[src/rtl/sample_iterator_if.sv]
// rtl/sample_iterator_if.sv - R13 triangle/box inputs and R14 sample outputs of the sample iterator
`timescale 1ns/1ps
interface sample_iterator_if #(
  parameter int SIGFIG = 24,
  parameter int VERTS  = 3,
  parameter int AXIS   = 3,
  parameter int COLORS = 3
);
  logic signed [SIGFIG-1:0] tri_R13S   [VERTS][AXIS];
  logic        [SIGFIG-1:0] color_R13U [COLORS];
  logic signed [SIGFIG-1:0] box_R13S   [2][2];
  logic                     validTri_R13H;
  logic        [3:0]        subSample_RnnnnU;
  logic                     halt_RnnnnnL;
  logic signed [SIGFIG-1:0] tri_R14S   [VERTS][AXIS];
  logic        [SIGFIG-1:0] color_R14U [COLORS];
  logic signed [SIGFIG-1:0] sample_R14S [2];
  logic                     validSamp_R14H;

  modport master (
    output tri_R13S, color_R13U, box_R13S, validTri_R13H, subSample_RnnnnU,
    input  halt_RnnnnnL, tri_R14S, color_R14U, sample_R14S, validSamp_R14H
  );

  modport slave (
    input  tri_R13S, color_R13U, box_R13S, validTri_R13H, subSample_RnnnnU,
    output halt_RnnnnnL, tri_R14S, color_R14U, sample_R14S, validSamp_R14H
  );
endinterface

[src/rtl/sample_iterator.sv]
// rtl/sample_iterator.sv - raster walk of every sample position inside a triangle bounding box
`timescale 1ns/1ps
module sample_iterator #(
  parameter int SIGFIG = 24,
  parameter int RADIX  = 10,
  parameter int VERTS  = 3,
  parameter int AXIS   = 3,
  parameter int COLORS = 3
) (
  input  logic              clk,
  input  logic              rst,
  sample_iterator_if.slave  bus
);
  localparam int W = SIGFIG + 1;

  typedef enum logic {WAIT, TEST} state_t;

  state_t                   state_q, state_d;
  logic signed [SIGFIG-1:0] tri_q   [VERTS][AXIS];
  logic signed [SIGFIG-1:0] tri_d   [VERTS][AXIS];
  logic        [SIGFIG-1:0] color_q [COLORS];
  logic        [SIGFIG-1:0] color_d [COLORS];
  logic signed [SIGFIG-1:0] ll_x_q, ll_x_d, ll_y_q, ll_y_d;
  logic signed [SIGFIG-1:0] ur_x_q, ur_x_d, ur_y_q, ur_y_d;
  logic signed [SIGFIG-1:0] x_q, x_d, y_q, y_d;
  logic        [SIGFIG-1:0] step_q, step_d, step_sel;
  logic                     valid_q, valid_d;
  logic signed [W-1:0]      nx, ny, ur_x_e, ur_y_e;
  logic                     inverted;
  int                       k;

  // Non-one-hot rates fall back to one sample per pixel.
  always_comb begin
    k = 0;
    case (bus.subSample_RnnnnU)
      4'b0100: k = 1;
      4'b0010: k = 2;
      4'b0001: k = 3;
      default: k = 0;
    endcase
    step_sel = SIGFIG'(1) << (RADIX - k);
  end

  // One extra bit so x+step never wraps past the box edge.
  assign nx       = {x_q[SIGFIG-1], x_q} + {1'b0, step_q};
  assign ny       = {y_q[SIGFIG-1], y_q} + {1'b0, step_q};
  assign ur_x_e   = {ur_x_q[SIGFIG-1], ur_x_q};
  assign ur_y_e   = {ur_y_q[SIGFIG-1], ur_y_q};
  assign inverted = (ll_x_q > ur_x_q) || (ll_y_q > ur_y_q);

  always_comb begin
    state_d = state_q;
    tri_d   = tri_q;
    color_d = color_q;
    ll_x_d  = ll_x_q;
    ll_y_d  = ll_y_q;
    ur_x_d  = ur_x_q;
    ur_y_d  = ur_y_q;
    step_d  = step_q;
    x_d     = x_q;
    y_d     = y_q;
    valid_d = valid_q;
    case (state_q)
      WAIT: begin
        valid_d = 1'b0;
        if (bus.validTri_R13H) begin
          tri_d   = bus.tri_R13S;
          color_d = bus.color_R13U;
          ll_x_d  = bus.box_R13S[0][0];
          ll_y_d  = bus.box_R13S[0][1];
          ur_x_d  = bus.box_R13S[1][0];
          ur_y_d  = bus.box_R13S[1][1];
          step_d  = step_sel;
          x_d     = bus.box_R13S[0][0];
          y_d     = bus.box_R13S[0][1];
          valid_d = 1'b1;
          state_d = TEST;
        end
      end
      TEST: begin
        // An inverted box stops after its lower-left sample.
        if (!inverted && (nx <= ur_x_e)) begin
          x_d = nx[SIGFIG-1:0];
        end else if (!inverted && (ny <= ur_y_e)) begin
          x_d = ll_x_q;
          y_d = ny[SIGFIG-1:0];
        end else begin
          valid_d = 1'b0;
          state_d = WAIT;
        end
      end
      default: state_d = WAIT;
    endcase
  end

  always_ff @(posedge clk or negedge rst) begin
    if (!rst) begin
      state_q <= WAIT;
      for (int v = 0; v < VERTS; v++)
        for (int a = 0; a < AXIS; a++)
          tri_q[v][a] <= '0;
      for (int c = 0; c < COLORS; c++)
        color_q[c] <= '0;
      ll_x_q  <= '0;
      ll_y_q  <= '0;
      ur_x_q  <= '0;
      ur_y_q  <= '0;
      step_q  <= '0;
      x_q     <= '0;
      y_q     <= '0;
      valid_q <= 1'b0;
    end else begin
      state_q <= state_d;
      tri_q   <= tri_d;
      color_q <= color_d;
      ll_x_q  <= ll_x_d;
      ll_y_q  <= ll_y_d;
      ur_x_q  <= ur_x_d;
      ur_y_q  <= ur_y_d;
      step_q  <= step_d;
      x_q     <= x_d;
      y_q     <= y_d;
      valid_q <= valid_d;
    end
  end

  assign bus.halt_RnnnnnL   = (state_q == WAIT);
  assign bus.tri_R14S       = tri_q;
  assign bus.color_R14U     = color_q;
  assign bus.sample_R14S[0] = x_q;
  assign bus.sample_R14S[1] = y_q;
  assign bus.validSamp_R14H = valid_q;
endmodule
[src/flat_wrapper.sv]
// flat-port wrapper written by rule: the top's interface ports become plain ports
module sample_iterator_flat 
#(
  parameter int SIGFIG = 24,
  parameter int RADIX  = 10,
  parameter int VERTS  = 3,
  parameter int AXIS   = 3,
  parameter int COLORS = 3
)
  (clk, rst, bus_tri_R13S, bus_color_R13U, bus_box_R13S, bus_validTri_R13H, bus_subSample_RnnnnU, bus_halt_RnnnnnL, bus_tri_R14S, bus_color_R14U, bus_sample_R14S, bus_validSamp_R14H);
  sample_iterator_if #(.SIGFIG(SIGFIG), .VERTS(VERTS), .AXIS(AXIS), .COLORS(COLORS)) bus_i ();
  input  logic clk;
  input  logic rst;
  input wire logic [$bits(bus_i.tri_R13S)-1:0] bus_tri_R13S;
  input wire logic [$bits(bus_i.color_R13U)-1:0] bus_color_R13U;
  input wire logic [$bits(bus_i.box_R13S)-1:0] bus_box_R13S;
  input wire logic [$bits(bus_i.validTri_R13H)-1:0] bus_validTri_R13H;
  input wire logic [$bits(bus_i.subSample_RnnnnU)-1:0] bus_subSample_RnnnnU;
  output wire logic [$bits(bus_i.halt_RnnnnnL)-1:0] bus_halt_RnnnnnL;
  output wire logic [$bits(bus_i.tri_R14S)-1:0] bus_tri_R14S;
  output wire logic [$bits(bus_i.color_R14U)-1:0] bus_color_R14U;
  output wire logic [$bits(bus_i.sample_R14S)-1:0] bus_sample_R14S;
  output wire logic [$bits(bus_i.validSamp_R14H)-1:0] bus_validSamp_R14H;
  assign bus_i.tri_R13S = {>>{bus_tri_R13S}};
  assign bus_i.color_R13U = {>>{bus_color_R13U}};
  assign bus_i.box_R13S = {>>{bus_box_R13S}};
  assign bus_i.validTri_R13H = bus_validTri_R13H;
  assign bus_i.subSample_RnnnnU = bus_subSample_RnnnnU;
  assign bus_halt_RnnnnnL = bus_i.halt_RnnnnnL;
  assign bus_tri_R14S = {>>{bus_i.tri_R14S}};
  assign bus_color_R14U = {>>{bus_i.color_R14U}};
  assign bus_sample_R14S = {>>{bus_i.sample_R14S}};
  assign bus_validSamp_R14H = bus_i.validSamp_R14H;
  sample_iterator #(.SIGFIG(SIGFIG), .RADIX(RADIX), .VERTS(VERTS), .AXIS(AXIS), .COLORS(COLORS)) u_core (.clk(clk), .rst(rst), .bus(bus_i));
endmodule
[config.mk]
export PLATFORM = sky130hd
export DESIGN_NAME = sample_iterator_flat
export DESIGN_NICKNAME = d
export VERILOG_FILES = /design/src/rtl/sample_iterator_if.sv /design/src/rtl/sample_iterator.sv /design/src/flat_wrapper.sv
export SDC_FILE = /design/constraint.sdc
export NUM_CORES = 1
export LEC_CHECK = 0
export CELL_PAD_IN_SITES_DETAIL_PLACEMENT = 1
export CELL_PAD_IN_SITES_GLOBAL_PLACEMENT = 2
export CORE_MARGIN = 3
export CORE_UTILIZATION = 28
export CTS_CLUSTER_DIAMETER = 50
export DETAILED_ROUTE_END_ITERATION = 10
export PLACE_DENSITY_LB_ADDON = 0.1
export SETUP_SLACK_MARGIN = 0.05
export SYNTH_ARGS = -nofsm -noshare
export SYNTH_HDL_FRONTEND = slang
export SYNTH_SLANG_ARGS = --single-unit
[constraint.sdc]
create_clock -name clk -period 13.5 [get_ports clk]
set_input_delay 2.7 -clock clk [delete_from_list [all_inputs] [get_ports clk]]
set_output_delay 2.7 -clock clk [all_outputs]
set_load 0.005 [all_outputs]
==> impl_results.md, run 1 <==
- Ranking of synthesized cells by area: dfrtp_1, nand2_1, ha_1
- Slew @ Worst Pin: 1.23 ns
- Clock period minus worst slack: 6.56 ns
- Syn Area/Cell: 8.87 sq um
- Layout cells sized above 1: 5.87%
- Post-route DRC: 0
- Site Rows: 100
- Type of the worst setup path: reg -> reg
- Fin nets: 3649
- Leading area contributor after synthesis: dfrtp_1
- Comb pwr share: 44.6%
- First-pass GRT wire length: 139000 microns
- Synth Flop Type: dfrtp_1
- Maximum clock rate: 0.152 GHz
- Slew headroom: 18.2%
- Cell Area, Synth: 21300 sq um
- Pin count of the biggest net entering global routing: 115
- Unrepaired setup endpoints after global routing: false
- GP Congestion: 0.838
- DRT iter0 DRCs: 824
- Die height: 282 microns
- H-tree Lvls: 3
- CTS Sinks: 447
- Crit Path Max Fanout: 31
- Reg power frac: 29.5%
- Register area share after synthesis: 52.5%
- WP data arrival: 7.04 ns
- DIE WIDTH: 282 microns
- Setup Slack @ Placement: 6.94 ns
- Max Slew Vio Count: 0
- Status: completed
- Area share of the largest cell type after synthesis: 52.5%
- Startpoint types: flip-flop
- Hpwl dp: 71900 microns
- Root Buffer Master: clkbuf_16
- Yosys warnings: 0
- Ports: 729
- Power Density: 249 nW/um^2
- Gr usage total: 23.2%
- TritonRoute pass-1 iters: 5
- Fillcell total: 8466
- Hold Vio Cnt, Final: 0
- Pint: 5.01 mW
- P_sw: 3.05 mW
- Core Area: 74900 sq um
- Die Area: 79400 sq um
- Critical Path RT: 13.98 ns
- Input/output buffers: 728
- Number of global-route vias before repair: 21695
- Number of synthesized flops with an enable pin: 0
- Busiest grt layer: met2
- Post-synthesis register bit count: 447
- Clock share of power: 25.9%
- Leakage: 15.3 nW
- Area growth syn-to-layout: 51.8%
- Clock buffer depth: 3
- Post-layout util: 43.1%
- CP Capture Type: flip-flop
- Clock slew seen by the registers of the worst setup and hold paths: 0.05 ns
- Setup TNS: 0 ns
- Vias: 19630
- HP Class: reg -> reg
- Max_cap viols: 0
- Setup violators final: 0
- Ys async rst share: 100%
- Total clock buffers created by CTS: 78
- Met3 usage: 7.87%
- Grt met2 use: 41.3%
- Sw frac: 37.8%
- Clk_skew: 0.0235 ns
- Post-CTS Setup Inserts: 0
- Initial antenna violation count: 21
- Setup slack after layout: 6.94 ns
- Synth Instances: 2403
- Cts hold-fix bufs: 0
- Final worst-path cycle share: 48.6%
- Wire per inst: 22.5 microns
- Post_cts resized: 0
- Routed Wire Length: 93900 microns
- Net Count, Synth: 2926
- Vias per cell: 4.71
- Post-route ant nets: 0
- Post-synthesis cell type count: 69
- M1 GR Usage: 26.5%
- Initial Util: 28.4%
- Peak supply drop: 0.127 mV
- Worst skew pair latency: 0.60 ns
- GRT Residual Overflow: 0
- CTS tree: built
==> registers in the layout, summed over array words and instances, names as in the netlist <==
signal                     flops
u_core.y_q                    24
u_core.ll_x_q                 24
u_core.state_q                 1
u_core.ll_y_q                 24
u_core.ur_x_q                 24
u_core.bus.tri_R14S          216
u_core.ur_y_q                 24
u_core.bus.validSamp_R14H      1
u_core.x_q                    24
u_core.step_q                 13
u_core.bus.color_R14U         72
==> final cells by class <==
| type | instances | area, sq um | share of cell area, % |
|---|---|---|---|
| Sequential cell | 447 | 11200 | 34.6 |
| Multi-Input combinational cell | 1780 | 9450 | 29.2 |
| Timing Repair Buffer | 748 | 7440 | 23.0 |
| Clock buffer | 96 | 2160 | 6.69 |
| Tap cell | 969 | 1210 | 3.75 |
| Clock inverter | 46 | 591 | 1.83 |
| Inverter | 71 | 267 | 0.824 |
| Antenna cell | 12 | 30.0 | 0.0929 |
==> cells in the final DEF (no fill, tap or decap), types with 11 or more instances in the layout <==
cell type	synthesis	final
nand2_1	1067	1066
clkdlybuf4s50_1	0	727
dfrtp_1	447	447
ha_1	130	130
o21ai_0	88	88
clkbuf_16	0	80
a21oi_1	77	77
inv_1	70	70
nor2_1	63	63
nand3_1	29	29
xnor2_1	29	29
nor3_1	26	26
a21o_1	25	25
nand4_1	22	22
buf_4	0	20
nor2b_1	17	16
and2_1	16	16
mux2i_1	16	16
a221o_1	15	15
and3_1	14	14
mux2_2	14	14
diode_2	0	12
a211oi_1	11	11
o211ai_1	11	11
clkinv_2	0	11
bufinv_16	0	11
==> worst paths after layout <==
check | start | end | slack (ns) | cells after the start
worst max register to register | u_core.step_q[4] | u_core.y_q[21] | 6.94 | 20
max in group asynchronous | rst | u_core.bus.color_R14U[23] | 9.17 | 3
worst max-delay path | u_core.step_q[4] | u_core.y_q[21] | 6.94 | 20
min in group asynchronous | rst | u_core.ur_x_q[6] | 2.08 | 1
worst min register to register | u_core.bus.tri_R14S[53] | u_core.bus.tri_R14S[53] | 0.47 | 2
worst min-delay path | u_core.bus.tri_R14S[53] | u_core.bus.tri_R14S[53] | 0.47 | 2
==> kinds of logic after synthesis <==
group,count (synthesis),share of synthesized area (%)
and+or+nand+nor,1283,24.3
DFF,447,52.5
AOI/OAI and AO/OA,296,9.01
buffers and inverters,176,3.24
adders and majority gates,132,7.82
xor gates and xnor gates,39,1.60
muxes,30,1.49
==> power groups by stage <==
stage	Clock [mW]	Sequential (mW)	Combinational, mW
after floorplan	0	2.32	1.70
after global placement	0	2.36	3.56
after detailed placement	0	2.38	3.65
after CTS	2.15	2.38	3.67
after global routing	2.21	2.46	4.00
final	2.09	2.38	3.59
==> per-layer routing <==
metal  up-vias  wire length, microns
li1       9370                     -
met1      9593                 36400
met2       518                 48200
met3       133                  7380
met4        16                  1900
met5         -                    97
==> worst max-delay path, stage by stage (launching register included) <==
cell,delay [ns]
dfrtp_1,0.48
ha_1,0.28
fa_1,0.42
a21oi_1,0.24
o22ai_1,0.17
o41ai_1,0.59
o211a_1,0.29
or2_2,0.14
a32o_1,0.38
nor2_1,0.12
xor2_1,0.24
ha_1,0.30
nand4_1,0.18
nor3_1,0.08
a2111oi_0,0.40
nand3_1,0.12
o21bai_1,0.37
nand3_1,0.28
o21ai_2,1.01
and4_1,0.32
nor3_1,0.06
==> metrics by stage <==
stage / total power [mW] / hold WS (ns) / cell area (sq um) / cells
after CTS: 8.20 / 0.477 / 32300 / 4157
after detailed placement: 6.03 / 0.462 / 29600 / 4015
after floorplan: 4.02 / 0.449 / 21300 / 2403
final: 8.06 / 0.471 / 32300 / 4169
after global routing: 8.68 / 0.495 / 32300 / 4165
after global placement: 5.92 / 0.457 / 29600 / 4015
==> synthesized netlist by cell type (all sizes together), types with 10 or more instances <==
library cell and n:
nand2 1067, dfrtp 447, ha 130, clkbuf 93
o21ai 89, a21oi 77, inv 70, nor2 64
nand3 29, xnor2 29, nor3 27, a21o 25
nand4 23, nor2b 17, and2 16, mux2i 16
a221o 15, and3 14, mux2 14, buf 12
a211oi 11, o211ai 11, xor2 10
Power figures use the tool's default switching activity.
==> inputs of run 2 (changes only) <==
Settings changed: CORE_UTILIZATION 28 to 24.
Clock period 13.5 ns to 5.8 ns, I/O delays scaled along.
==> impl_results.md, run 2 (synthesis gave the netlist of run 1 again) <==
- Clk_skew: 0.0251 ns (was 0.0235 ns)
- DRT iter0 DRCs: 988 (was 824)
- TritonRoute pass-1 iters: 5 (unchanged)
- Sw frac: 39.1% (was 37.8%)
- Number of global-route vias before repair: 21866 (was 21695)
- Total clock buffers created by CTS: 84 (was 78)
- WP data arrival: 5.97 ns (was 7.04 ns)
- Maximum clock rate: 0.182 GHz (was 0.152 GHz)
- Worst reg2reg setup slack: 0.32 ns (was 6.94 ns)
- Initial antenna violation count: 25 (was 21)
- First-pass GRT wire length: 148000 microns (was 139000 microns)
- Status: completed (unchanged)
- Pint: 11.6 mW (was 5.01 mW)
- Peak supply drop: 0.316 mV (was 0.127 mV)
- Clock buffer depth: 3 (unchanged)
- Cell Area, Placed: 29900 sq um (was 29600 sq um)
- Hold Vio Cnt, Final: 0 (unchanged)
- Clock share of power: 25.6% (was 25.9%)
- Vias per cell: 4.56 (was 4.71)
- Fillcell total: 9904 (was 8466)
- Core Area: 87400 sq um (was 74900 sq um)
- DIE WIDTH: 304 microns (was 282 microns)
- Clock slew seen by the registers of the worst setup and hold paths: 0.05 ns (about the same)
- H-tree Lvls: 3 (unchanged)
- Post-route ant nets: 0 (unchanged)
- Final worst-path cycle share: 94.5% (was 48.6%)
- CP Capture Type: flip-flop (unchanged)
- Layout cells sized above 1: 6.40% (was 5.87%)
- Worst skew pair latency: 0.63 ns (was 0.60 ns)
- Most common cell after layout, fill and taps aside: nand2_1 (unchanged)
- Die height: 304 microns (was 282 microns)
- Die Area: 92400 sq um (was 79400 sq um)
- Critical Path RT: 6.29 ns (was 13.98 ns)
- GP Congestion: 0.878 (was 0.838)
- Pin count of the biggest net entering global routing: 197 (was 115)
- Slew @ Worst Pin: 1.07 ns (was 1.23 ns)
- Setup violators final: 0 (unchanged)
- Setup TNS: 0 ns (unchanged)
- Wire per inst: 23.0 microns (was 22.5 microns)
- Leakage: 15.4 nW (was 15.3 nW)
- Input/output buffers: 728 (unchanged)
- Site Rows: 108 (was 100)
- Startpoint types: flip-flop (unchanged)
- Comb pwr share: 45.3% (was 44.6%)
- Type of the worst setup path: reg -> reg (unchanged)
- Power Density: 580 nW/um^2 (was 249 nW/um^2)
- Unrepaired setup endpoints after global routing: true (was false)
- Routed Wire Length: 100000 microns (was 93900 microns)
- Vias: 19908 (was 19630)
- Worst R2R End: u_core.ll_x_q[22] (was u_core.y_q[21])
- Hpwl dp: 76600 microns (was 71900 microns)
- Crit Path Max Fanout: 12 (was 31)
- Max Slew Vio Count: 0 (unchanged)
- Reg power frac: 29.2% (was 29.5%)
- Fin nets: 3658 (was 3649)
- Slew headroom: 28.6% (was 18.2%)
- Filler-free cell count of the finished design: 4364 (was 4169)
- Cell area after layout: 32800 sq um (was 32300 sq um)
- CTS tree: built (unchanged)
- Placed Cells incl. Taps: 4203 (was 4015)
- Reg2Reg Launch Point: u_core.step_q[4] (unchanged)
- Post-CTS Setup Inserts: 0 (unchanged)
- Area growth syn-to-layout: 53.9% (was 51.8%)
- Gr usage total: 21.2% (was 23.2%)
- Clock period minus worst slack: 5.48 ns (was 6.56 ns)
- HP Class: reg -> reg (unchanged)
- Max_cap viols: 0 (unchanged)
- Most frequent cells in the layout: nand2_1, clkdlybuf4s50_1, dfrtp_1, ha_1, o21ai_0 (unchanged)
- Ports: 729 (unchanged)
- Reg2Reg Depth: 20 (unchanged)
- Root Buffer Master: clkbuf_16 (unchanged)
- Cts hold-fix bufs: 0 (unchanged)
- Worst Setup SP: u_core.step_q[4] (unchanged)
- Post-route DRC: 0 (unchanged)
- GRT Residual Overflow: 0 (unchanged)
- CTS Sinks: 447 (unchanged)
- Initial Util: 24.4% (was 28.4%)
- Crit path to: u_core.ll_x_q[22] (was u_core.y_q[21])
- P_sw: 7.43 mW (was 3.05 mW)
- Max reg flops: 216 (unchanged)
==> run 2: changes by cell type in the layout (fill, tap and decap cells not counted), sizes merged <==
cell      before  now
buf           21   23
bufinv        11    5
clkbuf        96   98
clkinv        18   24
clkinvlp      10   20
diode         12    7
inv           78   77
o31a           4    5
==> run 2: stage by stage <==
step / setup WS, ns / hold slack, ns / power [mW] / utilization [%]
after floorplan: 1.01 / 0.449 / 9.36 / -
after global placement: 0.159 / 0.456 / 14.0 / 34.2
after detailed placement: 0.0188 / 0.461 / 14.2 / 34.2
after CTS: 0.0273 / 0.475 / 19.3 / 37.4
after global routing: -0.00485 / 0.488 / 20.4 / 37.5
final: 0.319 / 0.471 / 19.0 / 37.5
==> run 2: worst min path at each step <==
stage | slack (ns) | cells past startpoint | endpoint | startpoint
finish | 0.47 | 2 | u_core.bus.tri_R14S[56] | u_core.bus.tri_R14S[56]
global route | 0.49 | 2 | u_core.bus.tri_R14S[208] | u_core.bus.tri_R14S[208]
CTS | 0.47 | 2 | u_core.bus.tri_R14S[35] | u_core.bus.tri_R14S[35]
detailed placement | 0.46 | 2 | u_core.bus.tri_R14S[80] | u_core.bus.tri_R14S[80]
global placement | 0.46 | 2 | u_core.bus.tri_R14S[73] | u_core.bus.tri_R14S[73]
floorplan | 0.45 | 1 | u_core.ll_x_q[0] | u_core.ll_x_q[0]
==> run 2: power by group through the flow <==
stage	registers (mW)	logic, mW	clock network, mW
2_1_floorplan	5.41	3.95	0
3_5_place_dp	5.56	8.63	0
4_1_cts	5.56	8.69	5.02
6_report	5.54	8.60	4.86
5_1_grt	5.75	9.52	5.17
3_3_place_gp	5.51	8.49	0
==> run 2: layout make-up <==
class | count | area [sq um] | share of cell area, %
Inverter | 71 | 270 | 0.825
Multi-Input combinational cell | 1781 | 9490 | 29.0
Clock buffer | 98 | 2220 | 6.79
Clock inverter | 55 | 582 | 1.78
Timing Repair Buffer | 750 | 7560 | 23.1
Sequential cell | 447 | 11200 | 34.1
Antenna cell | 7 | 17.5 | 0.0534
Tap cell | 1155 | 1450 | 4.41
==> run 2: per-layer routing <==
metal / GRT usage [%] / share of wire (%) / vias to the layer above
met3: 7.06 / 7.3 / 139
met4: 6.11 / 2.3 / 24
met5: 0 / 0.16 / -
met1: 23.9 / 39 / 9841
li1: - / - / 9393
met2: 38.0 / 51 / 511
==> run 2: worst max-delay path, stage by stage, from the launching register on <==
cell and delay [ns]:
dfrtp_1 0.47, ha_1 0.27, fa_1 0.41, a21oi_1 0.21, o22ai_1 0.16, o41ai_1 0.33
buf_4 0.20, o211a_1 0.17, or2_2 0.12, a32o_2 0.27, xnor2_1 0.10, ha_1 0.34
nand4_1 0.19, nor4_2 0.37, o311ai_0 0.23, nand3_1 0.20, o21bai_4 0.12, nor2_2 0.36
o31a_4 0.37, clkinvlp_4 0.24, a22o_1 0.23
==> run 2: timing repair <==
action / CTS / global route
cloned: 0 / 1
gates resized for setup: 1 / 9
pin swaps: 1 / 1
endpoints found under the setup margin: 3 / 51
==> inputs of run 3 (changes only) <==
Settings changed: CAP_MARGIN set to 20, SKIP_CTS_REPAIR_TIMING set to 1.
==> impl_results.md, run 3 (synthesis gave the netlist of run 1 again) <==
- Initial antenna violation count: 25 (unchanged)
- Clock buffer depth: 3 (unchanged)
- Hold Vio Cnt, Final: 0 (unchanged)
- CP Capture Type: flip-flop (unchanged)
- Setup TNS: 0 ns (unchanged)
- Cell Area, Placed: 29900 sq um (unchanged)
- Most frequent cells in the layout: nand2_1, clkdlybuf4s50_1, dfrtp_1, ha_1, o21ai_0 (unchanged)
- Max Slew Vio Count: 0 (unchanged)
- Crit Path Max Fanout: 12 (unchanged)
- Input/output buffers: 728 (unchanged)
- CTS Sinks: 447 (unchanged)
- DIE WIDTH: 304 microns (unchanged)
- Pin count of the biggest net entering global routing: 197 (unchanged)
- Final worst-path cycle share: 93.1% (was 94.5%)
- Fillcell total: 9903 (was 9904)
- Peak supply drop: 0.316 mV (about the same)
- Number of global-route vias before repair: 21864 (was 21866)
- Hpwl dp: 76600 microns (unchanged)
- Worst skew pair latency: 0.63 ns (about the same)
- Slew headroom: 29.0% (was 28.6%)
- GP Congestion: 0.878 (unchanged)
- Area growth syn-to-layout: 53.9% (about the same)
- First-pass GRT wire length: 148000 microns (unchanged)
- Unrepaired setup endpoints after global routing: false (was true)
- Clock period minus worst slack: 5.40 ns (was 5.48 ns)
- Fin nets: 3658 (unchanged)
- Gr usage total: 21.2% (unchanged)
- Setup Slack @ Placement: 0.0188 ns (unchanged)
- Setup slack after layout: 0.398 ns (was 0.319 ns)
- Area of the multi-input gates: 9500 sq um (was 9490 sq um)
- Power Density: 580 nW/um^2 (about the same)
- Vias: 19926 (was 19908)
- Status: completed (unchanged)
- Post-route DRC: 0 (unchanged)
- Type of the worst setup path: reg -> reg (unchanged)
- Die Area: 92400 sq um (unchanged)
- Critical Path RT: 6.29 ns (about the same)
- Leakage: 15.4 nW (about the same)
- DRT iter0 DRCs: 1033 (was 988)
- Final total power: 19.0 mW (about the same)
- Clock slew seen by the registers of the worst setup and hold paths: 0.05 ns (about the same)
- GRT Residual Overflow: 0 (unchanged)
- WP data arrival: 5.89 ns (was 5.97 ns)
- Slew @ Worst Pin: 1.06 ns (was 1.07 ns)
- Post-layout util: 37.5% (about the same)
- Post-route ant nets: 0 (unchanged)
- Initial Util: 24.4% (unchanged)
- Clk_skew: 0.0249 ns (was 0.0251 ns)
- Max_cap viols: 0 (unchanged)
- Reg area: 11200 sq um (unchanged)
- Startpoint types: flip-flop (unchanged)
- Die height: 304 microns (unchanged)
- Total clock buffers created by CTS: 84 (unchanged)
- Ports: 729 (unchanged)
- CTS tree: built (unchanged)
- Routed Wire Length: 100000 microns (about the same)
- H-tree Lvls: 3 (unchanged)
- Worst reg2reg setup slack: 0.40 ns (was 0.32 ns)
- Layout cells sized above 1: 6.43% (was 6.40%)
- Maximum clock rate: 0.185 GHz (was 0.182 GHz)
- Wire per inst: 23.0 microns (about the same)
- Root Buffer Master: clkbuf_16 (unchanged)
- HP Class: reg -> reg (unchanged)
- Core Area: 87400 sq um (unchanged)
- Most common cell after layout, fill and taps aside: nand2_1 (unchanged)
- Vias per cell: 4.57 (was 4.56)
- Max reg flops: 216 (unchanged)
- Site Rows: 108 (unchanged)
- TritonRoute pass-1 iters: 5 (unchanged)
- Cell area after layout: 32800 sq um (about the same)
- Setup violators final: 0 (unchanged)
[run 3: cell counts in the layout (fill, tap and decap cells not counted)]
No cell type changed its count.
[run 3: final timing paths]
path / to / cells after the start / startpoint
max: u_core.ll_x_q[22] / 20 / u_core.step_q[4]
min: u_core.bus.tri_R14S[56] / 2 / u_core.bus.tri_R14S[56]
max reg2reg: u_core.ll_x_q[22] / 20 / u_core.step_q[4]
min reg2reg: u_core.bus.tri_R14S[56] / 2 / u_core.bus.tri_R14S[56]
max in group asynchronous: u_core.bus.color_R14U[52] / 2 / rst
min in group asynchronous: u_core.bus.color_R14U[19] / 1 / rst
[run 3: worst max-delay path, cell delays in order (launching register included)]
cell and delay, ns:
dfrtp_1 0.47, ha_1 0.27, fa_1 0.41, a21oi_1 0.21, o22ai_1 0.16, o41ai_1 0.33, buf_4 0.20, o211a_1 0.17
or2_2 0.12, a32o_2 0.28, xnor2_1 0.10, ha_1 0.34, nand4_1 0.19, nor4_2 0.36, o311ai_0 0.23, nand3_1 0.19
o21bai_4 0.12, nor2_2 0.32, o31a_4 0.33, clkinvlp_4 0.24, a22o_1 0.23
[run 3: where the power goes]
group          total (mW)  internal, mW  switching, mW
Clock                4.86          3.01           1.85
Sequential           5.54          4.54           1.00
Combinational        8.60          4.02           4.57
[run 3: layout make-up]
class                   instances  area share [%]
clock inverters                55            1.77
diodes                          7          0.0534
multi-input cells            1781            29.0
inverters                      71           0.824
well taps                    1155            4.41
repair buffers                750            23.1
clock buffers                  98            6.79
flip-flops and latches        447            34.1
[run 3: stage by stage]
stage / hold WS, ns / std cells
4_1_cts: 0.475 / 4356
5_1_grt: 0.488 / 4360
3_5_place_dp: 0.461 / 4203
3_3_place_gp: 0.456 / 4203
2_1_floorplan: 0.449 / 2403
6_report: 0.471 / 4364
[run 3: metal layers]
metal  routed length, microns  track usage (%)
met3                     7350             7.06
met2                    51200             38.0
met4                     2410             6.11
met1                    39100             23.9
met5                      161                0
